===== config.mk =====
export PLATFORM = sky130hd
export DESIGN_NAME = stream_packetizer
export DESIGN_NICKNAME = d
export VERILOG_FILES = /design/src/rtl/stream_packetizer.sv
export SDC_FILE = /design/constraint.sdc
export NUM_CORES = 1
export LEC_CHECK = 0
export ABC_AREA = 1
export CAP_MARGIN = 0
export CORE_AREA = 2 2 99 77
export DETAILED_ROUTE_END_ITERATION = 10
export DIE_AREA = 0 0 101 79
export GPL_TIMING_DRIVEN = 0
export PLACE_DENSITY = 0.8
export SYNTH_ARGS = -nofsm -noshare
export SYNTH_HDL_FRONTEND = slang
export SYNTH_SLANG_ARGS = --single-unit
export TNS_END_PERCENT = 50

===== constraint.sdc =====
create_clock -name clk -period 4 [get_ports clk]
set_clock_uncertainty 0.2 [all_clocks]
set_input_delay 0.8 -clock clk [delete_from_list [all_inputs] [get_ports clk]]
set_output_delay 0.8 -clock clk [all_outputs]
set_load 0.05 [all_outputs]

===== src/rtl/stream_packetizer.sv =====
// stream_packetizer: drains N_CH first-word-fall-through sample FIFOs in
// round-robin order (filtered by en_mask) and serialises each sample as a
// byte frame {channel ID | sequence number, payload MSB-first} onto an
// 8-bit write queue, honouring the queue's almost-full backpressure.
module stream_packetizer #(
    parameter int N_CH     = 5,
    parameter int SAMPLE_W = 12,
    parameter int ID_W     = 3,
    parameter int ID_BASE  = 1
) (
    input  logic                     clk,
    input  logic                     rst,
    input  logic [N_CH*SAMPLE_W-1:0] in_data,
    input  logic [N_CH-1:0]          em,
    output logic [N_CH-1:0]          pp,
    input  logic [N_CH-1:0]          en_mask,
    input  logic                     full_write,
    output logic [7:0]               out_write,
    output logic                     ld_write,
    output logic                     busy,
    output logic [7-ID_W:0]          seq
);

    localparam int SEQ_W  = 8 - ID_W;
    localparam int NB     = (SAMPLE_W + 7) / 8;
    localparam int BUF_W  = NB * 8;
    localparam int BI_W   = (NB > 1) ? $clog2(NB) : 1;
    localparam int LAST_W = (N_CH > 1) ? $clog2(N_CH) : 1;

    // Reject parameter sets that would alias channel IDs or use reserved ID 0
    generate
        if ((N_CH < 1) || (N_CH > 7) || (SAMPLE_W < 1) || (SAMPLE_W > 32) ||
            (ID_W < 1) || (ID_W > 7) || (ID_BASE == 0) ||
            (ID_BASE + N_CH - 1 >= (1 << ID_W))) begin : g_bad_params
            $error("stream_packetizer: illegal parameter combination");
        end
    endgenerate

    typedef enum logic [1:0] {
        ST_IDLE = 2'd0,
        ST_HDR  = 2'd1,
        ST_DATA = 2'd2
    } state_t;

    state_t              state_r, state_nxt_s;
    logic [LAST_W-1:0]   last_r, last_nxt_s;
    logic [SEQ_W-1:0]    seq_r, seq_nxt_s;
    logic [BI_W-1:0]     byte_idx_r, byte_idx_nxt_s;
    logic [BUF_W-1:0]    buf_r, buf_nxt_s;
    logic [N_CH-1:0]     pp_r, pp_nxt_s;
    logic [7:0]          out_r, out_nxt_s;
    logic                ld_r, ld_nxt_s;
    logic                busy_r, busy_nxt_s;

    logic [N_CH-1:0]     elig_s;
    logic [LAST_W:0]     cand_raw_s;
    logic [LAST_W:0]     cand_sum_s;
    logic [LAST_W-1:0]   cand_s;
    logic                hit_s;
    logic                gnt_vld_s;
    logic [LAST_W-1:0]   gnt_s;
    logic [ID_W-1:0]     hdr_id_s;
    logic [7:0]          data_byte_s;

    assign elig_s      = en_mask & ~em;
    // last_r doubles as the ID of the frame in flight: it is only updated on grant
    assign hdr_id_s    = ID_W'(ID_BASE) + ID_W'(last_r);
    // Buffer is zero-extended to whole bytes, so bits above SAMPLE_W read as 0
    assign data_byte_s = 8'(buf_r >> {byte_idx_r, 3'b000});

    // Round-robin search: first eligible channel after last_r, modulo N_CH
    always_comb begin
        gnt_vld_s  = 1'b0;
        gnt_s      = '0;
        cand_raw_s = '0;
        cand_sum_s = '0;
        cand_s     = '0;
        hit_s      = 1'b0;
        for (int k = 1; k <= N_CH; k++) begin
            cand_raw_s = {1'b0, last_r} + (LAST_W+1)'(k);
            cand_sum_s = (cand_raw_s >= (LAST_W+1)'(N_CH)) ?
                         (cand_raw_s - (LAST_W+1)'(N_CH)) : cand_raw_s;
            cand_s     = cand_sum_s[LAST_W-1:0];
            hit_s      = !gnt_vld_s && elig_s[cand_s];
            gnt_s      = hit_s ? cand_s : gnt_s;
            gnt_vld_s  = gnt_vld_s | hit_s;
        end
    end

    // Next-state and next-output logic for the IDLE/HDR/DATA sequencer
    always_comb begin
        state_nxt_s    = state_r;
        last_nxt_s     = last_r;
        seq_nxt_s      = seq_r;
        byte_idx_nxt_s = byte_idx_r;
        buf_nxt_s      = buf_r;
        pp_nxt_s       = '0;
        out_nxt_s      = out_r;
        ld_nxt_s       = 1'b0;
        case (state_r)
            ST_IDLE: begin
                if (gnt_vld_s) begin
                    pp_nxt_s    = N_CH'(1'b1) << gnt_s;
                    buf_nxt_s   = BUF_W'(in_data[gnt_s*SAMPLE_W +: SAMPLE_W]);
                    last_nxt_s  = gnt_s;
                    state_nxt_s = ST_HDR;
                end else begin
                    state_nxt_s = ST_IDLE;
                end
            end
            ST_HDR: begin
                if (!full_write) begin
                    out_nxt_s      = {hdr_id_s, seq_r};
                    ld_nxt_s       = 1'b1;
                    byte_idx_nxt_s = BI_W'(NB - 1);
                    state_nxt_s    = ST_DATA;
                end else begin
                    ld_nxt_s = 1'b0;
                end
            end
            ST_DATA: begin
                if (!full_write) begin
                    out_nxt_s = data_byte_s;
                    ld_nxt_s  = 1'b1;
                    if (byte_idx_r == '0) begin
                        seq_nxt_s   = seq_r + SEQ_W'(1'b1);
                        state_nxt_s = ST_IDLE;
                    end else begin
                        byte_idx_nxt_s = byte_idx_r - BI_W'(1'b1);
                    end
                end else begin
                    ld_nxt_s = 1'b0;
                end
            end
            default: begin
                state_nxt_s = ST_IDLE;
            end
        endcase
        busy_nxt_s = (state_nxt_s != ST_IDLE);
    end

    // State, datapath and output registers with synchronous reset
    always_ff @(posedge clk) begin
        if (rst) begin
            state_r    <= ST_IDLE;
            last_r     <= LAST_W'(N_CH - 1);
            seq_r      <= '0;
            byte_idx_r <= '0;
            buf_r      <= '0;
            pp_r       <= '0;
            out_r      <= 8'h00;
            ld_r       <= 1'b0;
            busy_r     <= 1'b0;
        end else begin
            state_r    <= state_nxt_s;
            last_r     <= last_nxt_s;
            seq_r      <= seq_nxt_s;
            byte_idx_r <= byte_idx_nxt_s;
            buf_r      <= buf_nxt_s;
            pp_r       <= pp_nxt_s;
            out_r      <= out_nxt_s;
            ld_r       <= ld_nxt_s;
            busy_r     <= busy_nxt_s;
        end
    end

    assign pp        = pp_r;
    assign out_write = out_r;
    assign ld_write  = ld_r;
    assign busy      = busy_r;
    assign seq       = seq_r;

endmodule


## After elaboration in Yosys (flattened, before gate mapping)

Cells that the tools add are included.

- Bits in registers: 38

- $add $sub $neg: 13
- $mul: 1
- Magnitude comparators: 10
- Equality and inequality tests: 4
- Shift operators: 3
- Muxes and demuxes: 33
- Bitwise logic cells: 11
- Reductions and logical operators: 17

Operators with widths:

| operator | count |
|---|---|
| indexed part select 60 x 8 -> 12 bit | 1 |
| two-way mux 3 bit | 10 |
| greater-or-equal comparator 4 x 3 -> 1 bit (second input constant) | 5 |
| < comparator 3 x 4 -> 1 bit (second input constant) | 5 |
| two-way mux 8 bit | 2 |
| case mux 8 bit (2 select lines) | 1 |
| binary-select mux 1 bit (select 3 bit) | 5 |
| subtractor 3 bit (second input constant) | 5 |
| >> shifter 12 x 4 -> 8 bit | 1 |
| two-way mux 1 bit | 10 |
| adder 3 x 2 -> 4 bit (second input constant) | 2 |
| adder 3 x 3 -> 4 bit (second input constant) | 2 |
| two-way mux 2 bit | 3 |
| case mux 2 bit (3 select lines) | 1 |
| AND reduction 3 bit | 2 |
| adder 5 x 1 -> 5 bit (second input constant) | 1 |
| AND 5 bit | 1 |
| multiplier 3 x 2 -> 5 bit (second input constant) | 1 |
| NOT 1 bit | 5 |
| NOT 5 bit | 1 |
| << shifter 1 x 3 -> 5 bit (first input constant) | 1 |
| adder 3 x 1 -> 4 bit (second input constant) | 1 |
| logical AND 1 bit | 4 |
| zero test 1 bit | 4 |
| 12 further kinds | 18 |

## Depth between registers and ports, before layout

- Word-level depth: 20
- Gate-level depth with buffers: 26

## Least setup slack after synthesis

Ideal clock, no wire load.

- Path kind: flip-flop to flip-flop
- Start: register last_r[0]
- End: register buf_r[2]
- Library setup time: 0.119 ns
- Data arrival time: 2.791 ns
- Path slack: 0.889 ns
- Stages on the path, launching flop included: 20
- Path buffers: 1
- Period minus slack after synthesis: 3.111 ns
- Cells stage by stage: dfxtp_1 > inv_2 > ha_1 > ha_1 > or2_1 > o21ai_0 > o21ai_0 > nand3_1 > inv_2 > nor2_4 > nand2_4 > nor2_4 > nand2_2 > nand2_4 > inv_2 > buf_4 > nand2_1 > nand2_1 > nand2_1 > a21oi_1

- Longest elaborated chain between the ends: 19
- Elaborated cells on any way between the ends: 50
- Classes of those cells: add/sub (10); mul (1); order compare (5); shift (1); mux (20); bitwise (4); reduce/logical (9)

Ends and longest elaborated chain:

| item | RTL line | RTL |
|---|---|---|
| from (decl) | 46 | `logic [LAST_W-1:0] last_r, last_nxt_s;` |
| from (signal assigned) | 146 | `last_r <= LAST_W'(N_CH - 1);` |
| from (signal assigned) | 156 | `last_r <= last_nxt_s;` |
| adder 3 x 1 -> 4 bit | 80 | `cand_raw_s = {1'b0, last_r} + (LAST_W+1)'(k);` |
| greater-or-equal comparator 4 x 3 -> 1 bit / subtractor 3 bit (equally long branches) | 81, 82 |  |
| two-way mux 3 bit | 81 | `cand_sum_s = (cand_raw_s >= (LAST_W+1)'(N_CH)) ?` |
| binary-select mux 1 bit (select 3 bit) | 84 | `hit_s = !gnt_vld_s && elig_s[cand_s];` |
| two-way mux 1 bit (implied by the code) | 84 |  |
| zero test 1 bit | 84 |  |
| logical AND 1 bit | 84 |  |
| bitwise OR 1 bit | 86 | `gnt_vld_s = gnt_vld_s \| hit_s;` |
| [... 3 more ...] | -- |  |
| zero test 1 bit | 84 |  |
| logical AND 1 bit | 84 |  |
| bitwise OR 1 bit | 86 |  |
| zero test 1 bit | 84 |  |
| logical AND 1 bit | 84 |  |
| two-way mux 3 bit | 85 | `gnt_s = hit_s ? cand_s : gnt_s;` |
| multiplier 3 x 2 -> 5 bit | 104 | `buf_nxt_s = BUF_W'(in_data[gnt_s*SAMPLE_W +: SAMPLE_W]);` |
| indexed part select 60 x 8 -> 12 bit | 104 |  |
| to (signal assigned) | 159 | `buf_r <= buf_nxt_s;` |
| to (decl) | 49 | `logic [BUF_W-1:0] buf_r, buf_nxt_s;` |

Several ways; a longest one is shown, not always the timed one. The select of a mux whose other input is x is not followed.
A chain may end at the register's enable or synchronous reset.

## Final worst setup path

- Start: register last_r[0]
- End: register buf_r[11]

The elaborated chain is that of the path after synthesis.

==> results.md <==
* CTS tree: done
* Starting DRC count in detailed routing at 225
* Routed via count at 3925
* GRT Resource Usage Total at 0.244
* Antenna viol nets, final at 0
* Rows at 27
* RSZ-0062 raised after global routing: false
* Gate Count Post-Synth at 548
* Worst-Skew Late Latency at 0.29 ns
* Die height at 79 µm
* DRC violations left at 0
* Nature of the critical path endpoint: flip-flop
* Starting Density at 0.468
* Register bit count reported by yosys at 38
* Rel. slew slack at 0.516
* First-pass GRT wire length at 16.0 mm
* Crit path time final at 3.62 ns
* Worst setup SP type: flip-flop
* LEAKAGE at 0.00214 µW
* Peak supply drop at 634 µV
* Layout cells sized above 1 at 0.0988
* Core box area at 0.00709 mm²
* Synth-to-Final Area Change at 33.9%
* Fin. Hold Viols at 0
* CTS sink cnt at 38
* Final core occ at 0.627
* Slew @ Worst Pin at 0.719 ns
* CTS Buf Count at 5
* Setup total negative slack at 0 ns
* Netlist Area Pre-Place at 0.00332 mm²
* Fin nets at 737
* Vias per inst at 5.34
* Setup CP Type: reg -> reg
* Root buffer cell: clkbuf_8
* Port Buf Inserts at 91
* DIE AREA at 0.00798 mm²
* Sequential fraction of the synthesis area at 0.229
* CTS max path bufs at 2
* Routability-driven placement congestion ratio at 0.915
* Pin count of the biggest net entering global routing at 12
* ANT cells at 0
* Fin. max-slew vios at 0
* Post-DP HPWL at 7.80 mm
* Htree depth at 2
* Hold buffer count at cts at 0
* Routed wire length at 9.75 mm
* Ys async rst share at 0
* Initial antenna violation count at 0
* Period utilisation layout at 0.904
* Avg Inst Size Synth at 6.06 µm²
* Die width at 101 µm
* Status: complete, no violations
* Clock-pin transition on the worst setup and hold timing paths at 0.07 ns
* Total congestion overflow at 0
* Mapped Nets at 637
* I/O Pins at 93
* Fmax at 277 MHz
* WP data required at 3.98 ns
* Finish-stage setup viols at 0
* Number of synthesized flops with an enable pin at 0
* Max-Cap Viols at 0
* Top FF cell, synth: dfxtp_1
* Wirelength per Cell at 13.3 µm
* Number of global-route vias before repair at 3581
* CP arrival at 3.60 ns
* Power Dens Cells at 1030 mW/mm²
* DR pass1 iterations at 5
* CP max FO at 11
* Synth Warn # at 0
* Cell variety after synth at 40
* Hold/Removal Path Class: reg -> reg
## routing by layer
layer / up-vias / GRT usage / routed length [µm]
li1: 1986 / - / -
met1: 1764 / 0.332 / 4320
met5: - / 0 / 0
met2: 166 / 0.409 / 4530
met3: 9 / 0.0440 / 836
met4: 0 / 0.0432 / 65
## cells in the mapped netlist (all sizes together) (2+ instances only)
library cell  number  area share
a31oi              5      0.0094
nor3               5      0.0090
nand2            166        0.20
a211oi             2      0.0045
buf               13       0.029
inv               80       0.090
o22ai              2      0.0038
a21oi             27       0.042
clkbuf             7      0.0079
ha                15       0.056
nand4             12       0.031
o21ai             43       0.067
mux2               3       0.010
nor2              35       0.049
nand3             86        0.14
dfxtp             38        0.23
## cell usage in the layout (no fill, tap or decap), types with 2 or more instances in the layout
| cell | n |
|---|---|
| a211oi_1 | 2 |
| a21oi_1 | 26 |
| a31oi_1 | 5 |
| buf_2 | 5 |
| buf_4 | 7 |
| buf_6 | 3 |
| clkbuf_1 | 7 |
| clkbuf_8 | 5 |
| clkdlybuf4s50_1 | 91 |
| clkinv_2 | 2 |
| dfxtp_1 | 36 |
| dfxtp_2 | 2 |
| ha_1 | 15 |
| inv_1 | 71 |
| inv_2 | 7 |
| mux2_2 | 3 |
| nand2_1 | 156 |
| nand2_2 | 7 |
| nand2_4 | 3 |
| nand3_1 | 81 |
| nand3_2 | 4 |
| nand4_1 | 9 |
| nand4_2 | 2 |
| nor2_1 | 30 |
| nor2_4 | 4 |
| nor3_1 | 4 |
| o21ai_0 | 35 |
| o21ai_1 | 5 |
| o21ai_2 | 3 |
| o22ai_1 | 2 |
## worst max-delay path, stage by stage, from the launching register on
cell	delay, ns
dfxtp_2	0.38
inv_4	0.15
ha_1	0.16
inv_1	0.07
fa_1	0.38
inv_1	0.14
nand2_1	0.14
o21ai_2	0.21
nand3_1	0.10
nand2_1	0.07
nand2_1	0.05
nand2_1	0.15
nand3_1	0.14
o21ai_0	0.36
o21ai_1	0.15
o21ai_2	0.15
nand2_1	0.16
buf_4	0.20
nand2_1	0.10
a21oi_1	0.07
## cell families after synthesis
logic type / Yosys count / synth area share
compound gates: 80 / 0.129
buf+inv: 101 / 0.128
flops: 38 / 0.229
xor+xnor: 2 / 0.00527
fa+ha+maj: 16 / 0.0625
mux: 3 / 0.0102
simple gates: 308 / 0.436
## report_power, final
part           total (µW)  switching (µW)  leakage (µW)  internal [µW]
registers             564            69.8      0.000313            494
clock network         247             130     0.0000438            117
logic                3760            2460       0.00178           1300
total                4570            2660       0.00214           1910
## registers in the layout, summed over array words and instances, names as in the netlist
register / cells
pp: 5
ld_write: 1
buf_r: 12
last_r: 3
byte_idx_r: 1
seq: 5
busy: 1
state_r: 2
out_write: 8
## final timing paths
check	startpoint	end	slack, ns	cells after the start
setup / recovery	last_r[0]	buf_r[11]	0.38	19
hold / removal	buf_r[4]	out_write[4]	0.30	2
setup reg to reg	last_r[0]	buf_r[11]	0.38	19
hold reg to reg	buf_r[4]	out_write[4]	0.30	2
## cell type report
type / count / area [µm²]
buffer: 20 / 123
sequential: 38 / 763
fill: 667 / 2650
timing repair buffer: 93 / 926
inverter: 81 / 310
clock inverter: 2 / 10.0
clock buffer: 5 / 68.8
tap: 87 / 109
multi-input combinational: 409 / 2140
## per-stage QoR
step | cells | total power [µW] | hold WS (ns) | worst slack [ns] | instance area, µm²
finish | 735 | 4570 | 0.298 | 0.384 | 4450
global route | 735 | 5080 | 0.326 | 0.0822 | 4450
CTS | 733 | 4530 | 0.298 | 0.178 | 4420
detailed placement | 726 | 4270 | 0.288 | 0.201 | 4340
global placement | 726 | 4180 | 0.285 | 0.213 | 4340
floorplan | 548 | 3400 | 0.253 | 0.889 | 3320
## what timing repair did
item | CTS | global route
setup endpoints to repair | 0 | 20
resized for setup | 0 | 6
setup buffers | 0 | 2
Note: power is estimated with default switching activity, not from simulation.
